## src/rtl/mem_dump_reader.sv

```systemverilog
// mem_dump_reader: walks data-memory words 0..N_WORDS-1 and streams them MSB-byte-first to the debug UART
//   i_clk, i_rst (async, active-low)    clock and reset
//   i_start                             start request, honoured only in IDLE
//   o_busy / o_done                     dump in progress / one-cycle completion pulse
//   o_mem_addr, o_mem_read_enable       synchronous read port of the data memory
//   i_mem_data                          read data, valid the cycle after the read
//   o_tx_data, o_tx_valid, i_tx_ready   byte stream towards the UART transmitter
module mem_dump_reader #(
    parameter int NB_BITS  = 32,
    parameter int NB_DEPTH = 10,
    parameter int N_WORDS  = 256
) (
    input  logic                  i_clk,
    input  logic                  i_rst,
    input  logic                  i_start,
    output logic                  o_busy,
    output logic                  o_done,
    output logic [NB_DEPTH-1:0]   o_mem_addr,
    output logic [NB_BITS/8-1:0]  o_mem_read_enable,
    input  logic [NB_BITS-1:0]    i_mem_data,
    output logic [7:0]            o_tx_data,
    output logic                  o_tx_valid,
    input  logic                  i_tx_ready
);

    localparam int NB_BYTES = NB_BITS / 8;
    localparam int NB_IDX   = NB_BYTES > 1 ? $clog2(NB_BYTES) : 1;
    localparam logic [NB_DEPTH-1:0] LAST_WORD = NB_DEPTH'(N_WORDS - 1);
    localparam logic [NB_IDX-1:0]   LAST_BYTE = NB_IDX'(NB_BYTES - 1);

    if (NB_BITS % 8 != 0 || NB_BITS < 8) begin : g_bad_width
        $error("NB_BITS must be a positive multiple of 8");
    end
    if (N_WORDS < 1 || N_WORDS > 2 ** NB_DEPTH) begin : g_bad_words
        $error("N_WORDS must lie in 1..2**NB_DEPTH");
    end

    typedef enum logic [2:0] {
        IDLE,
        READ,
        LATCH,
        SEND,
        DONE
    } state_t;

    state_t                state_q, state_d;
    logic [NB_DEPTH-1:0]   word_q, word_d;
    logic [NB_IDX-1:0]     idx_q, idx_d;
    logic [NB_BITS-1:0]    shift_q, shift_d;

    always_ff @(posedge i_clk or negedge i_rst) begin
        if (!i_rst) begin
            state_q <= IDLE;
            word_q  <= '0;
            idx_q   <= '0;
            shift_q <= '0;
        end else begin
            state_q <= state_d;
            word_q  <= word_d;
            idx_q   <= idx_d;
            shift_q <= shift_d;
        end
    end

    always_comb begin
        state_d = state_q;
        word_d  = word_q;
        idx_d   = idx_q;
        shift_d = shift_q;
        case (state_q)
            IDLE: begin
                if (i_start) begin
                    word_d  = '0;
                    idx_d   = '0;
                    state_d = READ;
                end
            end
            READ:  state_d = LATCH;
            LATCH: begin
                shift_d = i_mem_data;
                state_d = SEND;
            end
            SEND: begin
                if (i_tx_ready) begin
                    shift_d = shift_q << 8;
                    idx_d   = (idx_q == LAST_BYTE) ? '0 : idx_q + 1'b1;
                    if (idx_q == LAST_BYTE) begin
                        // The counter stops on the last word; it never wraps back to 0.
                        state_d = (word_q == LAST_WORD) ? DONE : READ;
                        word_d  = (word_q == LAST_WORD) ? word_q : word_q + 1'b1;
                    end
                end
            end
            DONE:    state_d = IDLE;
            default: state_d = IDLE;
        endcase
    end

    // Address comes straight from the word counter, which only moves on entry to READ,
    // so it holds its last value in every other state.
    assign o_busy            = state_q != IDLE;
    assign o_done            = state_q == DONE;
    assign o_mem_addr        = word_q;
    assign o_mem_read_enable = {NB_BYTES{state_q == READ}};
    assign o_tx_valid        = state_q == SEND;
    assign o_tx_data         = o_tx_valid ? shift_q[NB_BITS-1 -: 8] : 8'h00;

endmodule

```

## config.mk

```make
export PLATFORM = sky130hd
export DESIGN_NAME = mem_dump_reader
export DESIGN_NICKNAME = d
export VERILOG_FILES = /design/src/rtl/mem_dump_reader.sv
export SDC_FILE = /design/constraint.sdc
export NUM_CORES = 1
export LEC_CHECK = 0
export CAP_MARGIN = 5
export CORE_ASPECT_RATIO = 0.9
export CORE_MARGIN = 3
export CORE_UTILIZATION = 44
export DETAILED_ROUTE_END_ITERATION = 12
export PLACE_DENSITY = 0.76
export RECOVER_POWER = 25
export SLEW_MARGIN = 20
export SYNTH_ARGS = -nofsm -noshare
export SYNTH_HDL_FRONTEND = slang
export SYNTH_SLANG_ARGS = --single-unit
```

## constraint.sdc

```tcl
create_clock -name i_clk -period 1.6 [get_ports i_clk]
set_input_delay 0.24 -clock i_clk [delete_from_list [all_inputs] [get_ports i_clk]]
set_output_delay 0.24 -clock i_clk [all_outputs]
set_load 0.02 [all_outputs]
```

Word-level counts from Yosys, hierarchy flattened
Cells that the tools add are included.

storage, ports and cells
  input bits = 36
  register bits after elaboration = 47
  output and inout port bits = 25

operators by class
  reduce and logical (&&, ||, !) cells = 8
  add/sub/neg operators = 2
  equality and inequality tests = 10
  mux-type cells = 17

operators by type and width
  operator                                                          number
  32-bit case mux with 2 select lines                               1
  10-bit 2-to-1 mux                                                 4
  32-bit 2-to-1 mux                                                 1
  10-bit case mux with 2 select lines                               1
  3-bit 2-to-1 mux                                                  4
  3-bit case mux with 4 select lines                                1
  10-bit by 1-bit adder with 10-bit output, second input constant   1
  10-bit by 8-bit == test with 1-bit output, second input constant  1
  8-bit 2-to-1 mux                                                  1
  3-bit by 2-bit == test with 1-bit output, second input constant   2
  2-bit 2-to-1 mux                                                  3
  3-bit AND reduction                                               2
  5-bit AND reduction                                               1
  2-bit by 1-bit != test with 1-bit output, second input constant   2
  2-bit != test, second input constant                              2
  2-bit case mux with 2 select lines                                1
  2-bit nonzero test                                                2
  3-bit by 1-bit == test with 1-bit output, second input constant   1
  3-bit == test, second input constant                              1
  3-bit logical NOT                                                 1
  3-bit nonzero test                                                1
  2-bit by 1-bit adder with 2-bit output, second input constant     1
  2-bit == test, second input constant                              1
  2-bit AND reduction                                               1

Depth between registers and ports, before layout
Gate-level depths: netlist of the first run.

  word-level depth = 5
  gate-level depth with buffers = 7
  gate-level depth less buffers = 5

Least setup slack after synthesis of the first run
OpenSTA, ideal clock, no wires.

  path type = register to register
  start = reg word_q[0] (netlist: o_mem_addr[0])
  end = reg word_q[7] (netlist: o_mem_addr[7])
  required time = 1476 ps
  arrival = 1715 ps
  slack = -239 ps
  path buffers = 1
  cell stages (with the launch flop) = 7
  setup time = 124 ps
  cell sequence = dfrtp_1 > ha_1 > and3_1 > clkbuf_1 > a311oi_4 > and3_1 > a211o_1

on the way
  longest elaborated chain between the ends = 5
  elaborated cells on any way between the ends = 8
  those cells by class = 1 x add/sub; 2 x eq/ne; 4 x mux; 1 x reduce/logical

RTL lines
  element                                   RTL line  RTL
  start: declaration                        47        logic [NB_DEPTH-1:0] word_q, word_d;
  start signal: assignment                  59        word_q <= word_d;
  10-bit by 1-bit adder with 10-bit output  90        word_d = (word_q == LAST_WORD) ? word_q : word_q + 1'b1;
  10-bit 2-to-1 mux                         90
  10-bit 2-to-1 mux                         87        if (idx_q == LAST_BYTE) begin
  10-bit 2-to-1 mux                         84        if (i_tx_ready) begin
  10-bit case mux with 2 select lines       70        case (state_q)

Several ways; a longest one is shown, not always the timed one. The select of a mux whose other input is x is not followed.
A chain may end at the register's enable or synchronous reset.

Final worst setup path of the first run
  start = reg state_q[1]
  end = reg word_q[3] (netlist: o_mem_addr[3])

on the way
  longest elaborated chain between the ends = 3
  elaborated cells on any way between the ends = 9
  those cells by class = 5 x eq/ne; 1 x mux; 3 x reduce/logical

RTL lines
  element                                                                               RTL line  RTL
  start: declaration                                                                    46        state_t state_q, state_d;
  start signal: assignment                                                              58        state_q <= state_d;
  3-bit by 2-bit == test with 1-bit output / 3-bit logical NOT (equally long branches)  70
  2-bit != test (no source line), or another cell as far along                          n/a
  5-bit AND reduction (no source line)                                                  n/a

Several ways; a longest one is shown, not always the timed one.

==> results.txt, run 1 <==
* Peak supply drop: slightly above 0.0008 V
- Number of enable flip-flop cells after synthesis: 0
- Number of global-route vias before repair: 2,200
- Count of buffers inserted at the top-level ports: 60
- Subtracting the final worst setup slack from the clock period gives approximately 1.7 ns.
* Lkg Pwr: 0.00158 µW
* Yosys synthesis warning count: 0
- Ranked by total cell area, the synthesized netlist is headed by dfrtp_1 (51%), o22ai_1 (13%), a21oi_1 (5.4%), and3_1 (4.0%), a22o_1 (3.8%).
- Via density per instance: 5.96
* Core area: a little under 5000 µm²
* Master of the slowest instance on the critical path: dfrtp_1
- Number of design-rule violations left by the first detailed-router iteration: 214
* Number of antenna violations at the first check in global routing: 0
- The first detailed-routing pass took 4 iterations.
* Relative contribution of combinational cells to total power: 0.477
- The synthesized design contains 47 register bits.
- Synthesis instantiated 38 different standard cells from the library.
- Setup total negative slack on the finished layout was measured at -0.683 ns.
- Final setup slack of the worst path: -0.135 ns
- Clk network pwr share: 0.139
* Synth Flop Type: dfrtp_1
* Sort of element at the end of the critical path: flop
- For this run, the register share of the synthesized area comes to 0.507.
- For this run, asynchronously set or reset flops after synthesis account for 1.00.
- WP buf/inv: 0
- Average wire length per cell after detail routing: 17.4 µm
* Pin count of the biggest net entering global routing: 31
- Overall via count from detail_route: ~2,300
- Fmax: 576 MHz
* Total standard cell area after synthesis: 2320 µm²
- The layout has 394 filler cells.
- Final setup violating endpoints: 10
* Antenna diodes: 0
* Final Hold Vio Count: 0
- In the finished design, the share of the clock period the worst path needs comes to 1.08.
* Mapped Cells: 233
- Antenna viol nets, final: 0
- Ports placed on the boundary: 61
- Measured along the y axis, the die boundary spans 74.9 µm.
- Syn Nets: around 270
- Violations in the final reports: setup timing
- Total grt overflow: 0
* Number of clock sinks: 47
- For the worst-skew pair, the clock arrives at the later sink with an insertion delay of 0.30 ns.
* WP data required: 1.78 ns
- Of the post-synthesis cell area, the dominant cell type holds 0.507.
- Count of H-tree levels built during CTS: 2
* Area growth, synth to finish: 48.1%
* All-layer global routing usage: 0.218
* Maximum number of buffers from clock root to sink: 2
- Broken down by cell family, the worst path's largest delay share belongs to compound AO/OA/AOI/OAI gates.
* Post-route DRC violation count: 0
- Of the total power, the share spent switching nets is 0.380.
- Setup repair after global routing could not meet its margin everywhere.
- Data arrival time at the worst-slack endpoint: 1.91 ns
- The finished cells cover about 3400 µm².
- Post-route non-filler standard cell count: 389
- MaxCap Viol Count: 0
* Ratio of cells with drive above 1 in the final layout: 0.281
* Proportion of power drawn by flip-flops and latches: 0.384
- Routability-driven placement finished with a final weighted congestion of ~0.81.
* Biggest fanout along the worst timing path: 8
- For this configuration, the core starts out at a cell density of 0.468.
* Max transition margin: 0.637
* Critical Path Max Stage Delay: 0.41 ns
- Once placement finished, the instance area stood at 3280 µm².
- After synthesis, the mean cell area works out to 9.95 µm².
* Number of nets in the final layout: 362
* Cell row count: 24
* Wire length of the first global-routing pass: between 10,000 and 15,000 µm
- The synthesized design spends more area on one cell type than any other, namely dfrtp_1.
* Power spent charging and discharging nets: 1970 µW
* Nature of the critical path startpoint: flop
* Outcome: finished with violations
- Clock input transition at the sequential cells of the worst setup and hold paths: 0.08 ns
* Path category of the worst min-delay check: in -> async
- DRT Wirelength: 6760 µm
* Critical path start-end classification: reg -> reg
- Clock skew: 0.00362 ns
* Critical-path cell list: or3b_1, a21o_1, a41o_4, a221o_1
- In this run the clock root is driven by a clkbuf_8.
- Top cell types by occurrence after synthesis: dfrtp_1 (47), o22ai_1 (47), a21oi_1 (25)
- TritonCTS built the clock tree.
- The die covers approximately 6200 µm².
* Place WS: -0.418 ns
- The count of pins over their slew limit was 0.
* Placed Cells incl. Taps: around 380
- The internal portion of the total power is roughly 3200 µW.
- Detail Placement HPWL: roughly 4500 µm
- Once layout is complete, the utilization of the core stands at 0.693.
- Slew @ Worst Pin: 0.545 ns
* TritonCTS Buffers: 5
- Chip Width: about 83 µm
- Power density normalized to cell area: 1510 nW/µm²
[path summary, 6_finish.rpt]
| check | from | end | slack (ns) | depth (start not counted) |
|---|---|---|---|---|
| max | state_q[1]$_DFFE_PN0P_ | o_mem_addr[3]$_DFFE_PN0P_ | -0.14 | 4 |
| min | i_rst | o_mem_addr[4]$_DFFE_PN0P_ | 0.48 | 2 |
| max reg2reg | state_q[1]$_DFFE_PN0P_ | o_mem_addr[3]$_DFFE_PN0P_ | -0.14 | 4 |
| min reg2reg | idx_q[1]$_DFFE_PN0P_ | idx_q[1]$_DFFE_PN0P_ | 0.50 | 2 |
| max in group asynchronous | i_rst | state_q[2]$_DFFE_PN0P_ | 0.26 | 3 |
| min in group i_clk | idx_q[1]$_DFFE_PN0P_ | idx_q[1]$_DFFE_PN0P_ | 0.50 | 2 |
[per-stage QoR]
stage | hold slack, ns | power (µW)
floorplan | -0.0556 | 3280
global placement | 0.231 | 4340
detailed placement | 0.232 | 4440
CTS | 0.451 | 5060
global route | 0.523 | 5500
finish | 0.477 | 5190
[state kept, by name (all words and copies together), names as in the netlist]
name and cells:
shift_q 32, o_mem_addr 10, state_q 3, idx_q 2
[per-layer routing]
layer / track usage / up-vias / routed length (µm)
met4: 0.0563 / 0 / 31
met3: 0.0419 / 5 / 340
met1: 0.299 / 1154 / 2960
li1: - / 1091 / -
met2: 0.359 / 68 / 3430
met5: 0 / - / 0
[cell families (layout without fill, tap and decap cells)]
group | after synthesis | count (layout) | share of synthesized area
simple gates | 58 | 58 | 0.136
xor+xnor | 1 | 1 | 0.00378
fa+ha+maj | 2 | 2 | 0.0108
buf+inv | 25 | 116 | 0.0469
mux | 1 | 1 | 0.00486
flops | 47 | 47 | 0.507
compound gates | 99 | 99 | 0.290
[cells in the final DEF, fill, tap and decap left out, types with 3 or more instances in the layout]
cell type,Yosys,final
buf_4,3,47
o22ai_1,47,46
dfrtp_1,47,43
clkdlybuf4s50_1,0,34
a21oi_1,25,25
and3_1,15,14
a22o_1,10,10
dlygate4sd2_1,0,9
nand2_1,9,8
nand3_1,7,7
nor2_1,9,6
clkbuf_8,0,6
dfrtp_2,0,4
buf_2,2,4
buf_12,0,4
nor2_2,0,3
nand4_1,3,3
a21o_1,3,3
a221o_1,3,3
buf_6,0,3
[worst register-to-register path, stage by stage (launching register included)]
cell	delay [ns]
dfrtp_1	0.41
or3b_1	0.40
a21o_1	0.20
a41o_4	0.28
a221o_1	0.33
[power groups by stage]
stage	combinational (µW)	clock, µW	sequential [µW]
finish	2480	724	1990
detailed placement	2450	0	1990
floorplan	1300	0	1980
global route	2670	786	2040
global placement	2380	0	1960
CTS	2360	734	1970
[cell type report]
class | count | area (µm²) | share of cell area
Clock inverter | 1 | 5.00 | 0.00146
Timing Repair Buffer | 107 | 991 | 0.289
Tap cell | 65 | 81.3 | 0.0237
Multi-Input combinational cell | 161 | 1080 | 0.316
Clock buffer | 6 | 82.6 | 0.0241
Inverter | 2 | 7.51 | 0.00219
Sequential cell | 47 | 1180 | 0.344
[timing repair]
action | CTS | global route
hold endpoints to repair | 20 | 0
gates cloned | 0 | 2
pin swaps | 3 | 1
endpoints found under the setup margin | 59 | 48
resized for setup | 68 | 32
setup buffers | 1 | 1
hold buffers | 1 | 0
Power figures use the tool's default switching activity.
==> inputs of run 2 (changes only) <==
Settings changed: HOLD_SLACK_MARGIN set to 0.1.
==> results of run 2 <==
The final DEF is identical to that of run 1; final timing and power are the same.
